<file path="src/rtl/sobel_pkg.sv">
// Shared definitions for the front end of the sobel pipeline: the
// byte-stream FSM states, header length and the integer luma weights.
package sobel_pkg;

    typedef enum logic [2:0] {
        IDLE   = 3'd0,
        HEADER = 3'd1,
        PIX_R  = 3'd2,
        PIX_G  = 3'd3,
        PIX_B  = 3'd4
    } state_t;

    // Width lo/hi followed by height lo/hi.
    localparam int HEADER_BYTES = 4;

    // BT.601-style weights scaled by 256; they sum to 256, so a full-scale
    // pixel gives 255*256 and the 16-bit sum never overflows.
    localparam logic [15:0] LUMA_R     = 16'd77;
    localparam logic [15:0] LUMA_G     = 16'd150;
    localparam logic [15:0] LUMA_B     = 16'd29;
    localparam int          LUMA_SHIFT = 8;

endpackage

</file>
<file path="src/rtl/luma_calc.sv">
// Combinational RGB -> 8-bit gray conversion using fixed-point weights.
module luma_calc
    import sobel_pkg::*;
(
    input  logic [7:0] r,
    input  logic [7:0] g,
    input  logic [7:0] b,
    output logic [7:0] gray
);

    logic [15:0] sum;

    // Weighted sum then drop the fractional byte; max result is 255.
    always_comb begin
        sum  = (LUMA_R * {8'd0, r}) + (LUMA_G * {8'd0, g}) + (LUMA_B * {8'd0, b});
        gray = 8'(sum >> LUMA_SHIFT);
    end

endmodule

</file>
<file path="src/rtl/rgb_to_gray.sv">
// Stream front end: forwards the 4-byte frame header, then collapses each
// R,G,B triple into one gray byte. A single output register with
// ready_in = !valid_out || ready_out gives full throughput and a stable
// output while downstream stalls. frame_done pulses with the load of the
// last byte of a frame.
module rgb_to_gray
    import sobel_pkg::*;
#(
    parameter int DATA_BITS_IN = 8
) (
    input  logic                    clk,
    input  logic                    rst,
    input  logic [DATA_BITS_IN-1:0] data_in,
    input  logic                    valid_in,
    output logic                    ready_in,
    output logic [DATA_BITS_IN-1:0] data_out,
    output logic                    valid_out,
    input  logic                    ready_out,
    output logic                    frame_done
);

    state_t      state_q, state_d;
    logic [1:0]  hdr_cnt_q, hdr_cnt_d;
    logic [15:0] width_q, width_d;
    logic [15:0] height_q, height_d;
    logic [31:0] pixel_total_q, pixel_total_d;
    logic [31:0] pix_cnt_q, pix_cnt_d;
    logic [7:0]  r_q, r_d;
    logic [7:0]  g_q, g_d;
    logic [7:0]  data_out_q, data_out_d;
    logic        valid_out_q, valid_out_d;
    logic        frame_done_q, frame_done_d;

    logic        in_fire;
    logic        load;
    logic [7:0]  load_data;
    logic [7:0]  gray;
    logic [31:0] pix_cnt_next;

    luma_calc u_luma (
        .r    (r_q),
        .g    (g_q),
        .b    (data_in),
        .gray (gray)
    );

    assign ready_in   = !valid_out_q || ready_out;
    assign data_out   = data_out_q;
    assign valid_out  = valid_out_q;
    assign frame_done = frame_done_q;

    // Next-state, header capture, pixel counting and output register load.
    always_comb begin
        state_d       = state_q;
        hdr_cnt_d     = hdr_cnt_q;
        width_d       = width_q;
        height_d      = height_q;
        pixel_total_d = pixel_total_q;
        pix_cnt_d     = pix_cnt_q;
        r_d           = r_q;
        g_d           = g_q;
        data_out_d    = data_out_q;
        valid_out_d   = valid_out_q && !ready_out;
        frame_done_d  = 1'b0;
        load          = 1'b0;
        load_data     = data_in;
        in_fire       = valid_in && ready_in;
        pix_cnt_next  = pix_cnt_q + 32'd1;

        case (state_q)
            IDLE: begin
                if (in_fire) begin
                    load          = 1'b1;
                    width_d[7:0]  = data_in;
                    hdr_cnt_d     = 2'd1;
                    state_d       = HEADER;
                end
            end
            HEADER: begin
                if (in_fire) begin
                    load      = 1'b1;
                    hdr_cnt_d = hdr_cnt_q + 2'd1;
                    if (hdr_cnt_q == 2'd1) begin
                        width_d[15:8] = data_in;
                    end else if (hdr_cnt_q == 2'd2) begin
                        height_d[7:0] = data_in;
                    end else begin
                        // Last header byte: the product is ready before any pixel arrives.
                        height_d      = {data_in, height_q[7:0]};
                        pixel_total_d = 32'(width_q) * 32'(height_d);
                    end
                    if (hdr_cnt_q == 2'(HEADER_BYTES - 1)) begin
                        hdr_cnt_d = 2'd0;
                        pix_cnt_d = 32'd0;
                        if (pixel_total_d == 32'd0) begin
                            frame_done_d = 1'b1;
                            state_d      = IDLE;
                        end else begin
                            state_d = PIX_R;
                        end
                    end
                end
            end
            PIX_R: begin
                if (in_fire) begin
                    r_d     = data_in;
                    state_d = PIX_G;
                end
            end
            PIX_G: begin
                if (in_fire) begin
                    g_d     = data_in;
                    state_d = PIX_B;
                end
            end
            PIX_B: begin
                if (in_fire) begin
                    load      = 1'b1;
                    load_data = gray;
                    if (pix_cnt_next == pixel_total_q) begin
                        pix_cnt_d    = 32'd0;
                        frame_done_d = 1'b1;
                        state_d      = IDLE;
                    end else begin
                        pix_cnt_d = pix_cnt_next;
                        state_d   = PIX_R;
                    end
                end
            end
            default: state_d = IDLE;
        endcase

        if (load) begin
            valid_out_d = 1'b1;
            data_out_d  = load_data;
        end
    end

    // State and datapath registers; reset discards any partial frame.
    always_ff @(posedge clk or posedge rst) begin
        if (rst) begin
            state_q       <= IDLE;
            hdr_cnt_q     <= 2'd0;
            width_q       <= 16'd0;
            height_q      <= 16'd0;
            pixel_total_q <= 32'd0;
            pix_cnt_q     <= 32'd0;
            r_q           <= 8'd0;
            g_q           <= 8'd0;
            data_out_q    <= 8'd0;
            valid_out_q   <= 1'b0;
            frame_done_q  <= 1'b0;
        end else begin
            state_q       <= state_d;
            hdr_cnt_q     <= hdr_cnt_d;
            width_q       <= width_d;
            height_q      <= height_d;
            pixel_total_q <= pixel_total_d;
            pix_cnt_q     <= pix_cnt_d;
            r_q           <= r_d;
            g_q           <= g_d;
            data_out_q    <= data_out_d;
            valid_out_q   <= valid_out_d;
            frame_done_q  <= frame_done_d;
        end
    end

endmodule

</file>
<file path="config.mk">
export PLATFORM = sky130hd
export DESIGN_NAME = rgb_to_gray
export DESIGN_NICKNAME = d
export VERILOG_FILES = /design/src/rtl/sobel_pkg.sv /design/src/rtl/luma_calc.sv /design/src/rtl/rgb_to_gray.sv
export SDC_FILE = /design/constraint.sdc
export NUM_CORES = 1
export LEC_CHECK = 0
export BUFFER_PORTS_ARGS = -buffer_cell sky130_fd_sc_hd__buf_4
export CORE_AREA = 2 2 217 176
export CTS_BUF_LIST = sky130_fd_sc_hd__clkbuf_8
export CTS_CLUSTER_DIAMETER = 50
export DETAILED_ROUTE_END_ITERATION = 12
export DIE_AREA = 0 0 219 178
export MAX_ROUTING_LAYER = met4
export PLACE_DENSITY = 0.73
export SYNTH_ARGS = -nofsm -noshare
export SYNTH_HDL_FRONTEND = slang
export SYNTH_SLANG_ARGS = --single-unit
export TNS_END_PERCENT = 30
</file>
<file path="constraint.sdc">
create_clock -name clk -period 9.8 [get_ports clk]
set_input_delay 0.98 -clock clk [delete_from_list [all_inputs] [get_ports clk]]
set_output_delay 0.98 -clock clk [all_outputs]
set_load 0.005 [all_outputs]
</file>
==> metrics <==
die footprint 38,980 um2; number of I/O pins 23; synthesized netlist cell count about 2,000; cell at the root of the clock tree clkbuf_8; hold-fix buffer count after cts 0; first-pass iteration count of the detailed router 6; clock tree from TritonCTS yes; part of the Yosys area used for sequential elements 0.1636; Crit path top cell by count fa_1; synthesis-to-layout area growth 4.661%; top post-synthesis cells by area fa_1 27%, dfrtp_1 16%, ha_1 13%, inv_1 6.1%, nand2_1 5.7%; synth unique cells 75; most used flip-flop cell after synthesis dfrtp_1; Hold Crit Class reg2reg; Synthesis Warnings 0; worst r2r path cells 19; fill cell total of the finished layout approximately 3,400; core area about 37,000 um2; clk sink count between 100 and 150; routed length per placed instance around 18 um; die boundary width 219 um; critical path class reg2reg; Setup crit end state_q[1]$_DFFE_PP0P_; Tot GR Track Use 0.2480; Routed Wire Length roughly 44,000 um; fraction of layout cells with a size suffix above 1 0.07045; Rel. slew slack 0.2738; sequence of cells on the critical path nand2_1, fa_1, fa_1, fa_1, fa_1, fa_1, fa_1, inv_1, ha_1, nand3_1, nor4_1, nor2_1, a31o_2, o311ai_0, xor2_1, a211o_1, nor4_1, nand4_1, a2bb2oi_1; slowest stage delay, CP just under 800 ps; CTS-repair resized insts 0; Iter 0 DRT Violations between 1,000 and 1,500; layout net count approximately 2,400; FP Rows 63; end of the worst register-to-register path state_q[1]$_DFFE_PP0P_; Hold Vio Cnt, Final 0; max-cap check violation count 0; setup clock skew after layout ~21 ps; slew at the pin closest to its max-slew limit 1083 ps; number of design rule violations left after detail routing 0; minimum setup slack among reg-to-reg paths approximately 2700 ps; number of buffers created by CTS 17; cell type with the largest total area after synthesis fa_1; RSZ-0062 raised after global routing no; die height about 180 um; initial cell density of the core 0.4955; weighted congestion reported at the end of routability-driven placement 0.9099; number of enable-type register cells in the synthesized netlist 0; mean post-synth cell area a little over 9 um2; DR vias 14,290; area of the mapped netlist about 18,000 um2; CP Max Fanout 17; startpoint of the worst register-to-register path height_q[2]$_DFFE_PP0P_; largest net degree at the start of global routing approximately 70; CP Data Required Time 10,180 ps; number of slew-limit violations in the final report 0; final setup violating endpoints 0; global-route wire length before repair roughly 74,000 um; register bit total from synthesis about 120; async set or reset register ratio after synthesis 1.000; maximum buffer depth of the clock tree 2; arrival time worst endpoint between 7000 and 8000 ps; maximum clock rate approximately 140 MHz; postcts setup bufs 0; Port-buffer cells 22; synthesized net count approximately 2,500; proportion of netlist area held by the largest area contributor 0.2739; worst setup path start height_q[2]$_DFFE_PP0P_; final critical path time including I/O delays and setup between 7000 and 8000 ps; slowest cell on the critical path dfrtp_1; via count of the first global-routing pass around 14,000; Hold Path Stages 1; diodes inserted 0; antenna violations before repair 0; summed negative setup slack over all endpoints 0 ps; hold path startpoint pix_cnt_q[31]$_DFFE_PP0P_; CTS H-tree depth 4; GRT overflow 0; Clk pin slew, worst setup/hold paths roughly 100 ps; final cycle utilization of the critical path 0.7279; remaining antenna violation count 0; result of the run complete, no violations; source-to-sink clock delay at the later pin of the worst-skew pair approximately 510 ps; kind of end point of the critical path flop; startpoint class of the critical path flop; Vias per Instance ~5.8; hpwl dp 34,290 um
[worst min path at each step]
stage                                      endpoint  slack [ps]
after floorplan           pix_cnt_q[31]$_DFFE_PP0P_         470
after global placement    pix_cnt_q[31]$_DFFE_PP0P_         480
after detailed placement  pix_cnt_q[31]$_DFFE_PP0P_         490
after CTS                 pix_cnt_q[31]$_DFFE_PP0P_         500
after global routing      pix_cnt_q[31]$_DFFE_PP0P_         530
final                     pix_cnt_q[31]$_DFFE_PP0P_         500
[metrics by stage]
step                      utilization  cell area (um2)  cells  setup slack, ps  hold slack [ps]
after floorplan                     -            18200   2006             3079            470.8
after global placement         0.5073            18640   2428             2649            483.8
after detailed placement       0.5073            18640   2428             2458            492.1
after CTS                      0.5186            19050   2460             2667            502.8
after global routing           0.5186            19050   2460             2282            529.7
final                          0.5186            19050   2460             2666            495.2
[per-layer routing]
metal | up-vias | global-route usage | routed length, um
met1 | 7302 | 0.3576 | 20640
met4 | 0 | 0.05884 | 726
met2 | 468 | 0.3716 | 20240
met3 | 45 | 0.03359 | 2823
li1 | 6472 | - | -
met5 | - | - | 0
[cells by family after synthesis]
family	Yosys count	share of synthesized area
xor gates and xnor gates	80	0.03849
AOI/OAI and AO/OA	281	0.09788
DFF	119	0.1636
muxes	50	0.02997
buffers and inverters	393	0.08462
and+or+nand+nor	642	0.1796
adders and majority gates	441	0.4058
[layout by cell type (no fill, tap or decap), types with 21 or more instances in the layout]
| cell | n |
|---|---|
| inv_1 | 295 |
| nand2_1 | 276 |
| fa_1 | 249 |
| ha_1 | 192 |
| dfrtp_1 | 119 |
| and2_1 | 109 |
| o21ai_0 | 74 |
| a21oi_1 | 62 |
| nor2_1 | 52 |
| xnor2_1 | 50 |
| nor3_1 | 39 |
| nand3_1 | 37 |
| mux2_2 | 36 |
| buf_4 | 33 |
| xor2_1 | 30 |
| o21ai_1 | 29 |
| nand4_1 | 21 |
[cells in the mapped netlist, types with 5 or more instances]
cell type    n
nor3b_1      9
nor3_1      39
nor3_2       5
xnor2_1     50
o31ai_2      7
o21a_1       8
and4_1       9
nand2b_1     8
nor2_1      53
ha_1       192
nor4_1       9
nand3_1     37
o211ai_1     8
and3_1      18
clkbuf_1    79
xor2_1      30
a22oi_1      6
o21ai_0     74
o21ai_1     29
inv_1      295
nand3b_1     7
nand2_1    276
a31oi_1      8
buf_2        9
o21bai_1     8
mux2i_1     14
a21o_1       6
dfrtp_1    119
a211oi_1     7
nor2b_1      6
a31o_2       5
nand4_1     21
and2_1     109
a21oi_1     63
o41ai_1      5
o31ai_1      9
or3_1       12
fa_1       249
mux2_2      36
[sequential cells by signal (all words and copies together) (netlist names), 2 cells and up]
register / count
hdr_cnt_q: 2
width_q: 16
g_q: 8
state_q: 3
pixel_total_q: 32
data_out: 8
height_q: 8
r_q: 8
pix_cnt_q: 32
[layout make-up]
type                    count  area, um2  area share
repair buffers             33      247.7     0.01300
well taps                 487      609.3     0.03198
inverters                 295       1110     0.05826
multi-input cells        1494      13690      0.7186
flip-flops and latches    119       2978      0.1563
clock inverters            12      140.1    0.007356
clock buffers              20      275.3     0.01445
[worst max-delay path, delay by kind of cell, from the launching register on]
kind / cells / cell delay, ps
buffers and inverters: 1 / 40
adders and majority gates: 7 / 3460
xor gates and xnor gates: 1 / 180
AOI/OAI and AO/OA: 4 / 1440
and+or+nand+nor: 6 / 1110
DFF: 1 / 770
Power is left out: the tool's default activity adds up to more than one toggle a clock period on the data nets, which glitch-free logic cannot reach.
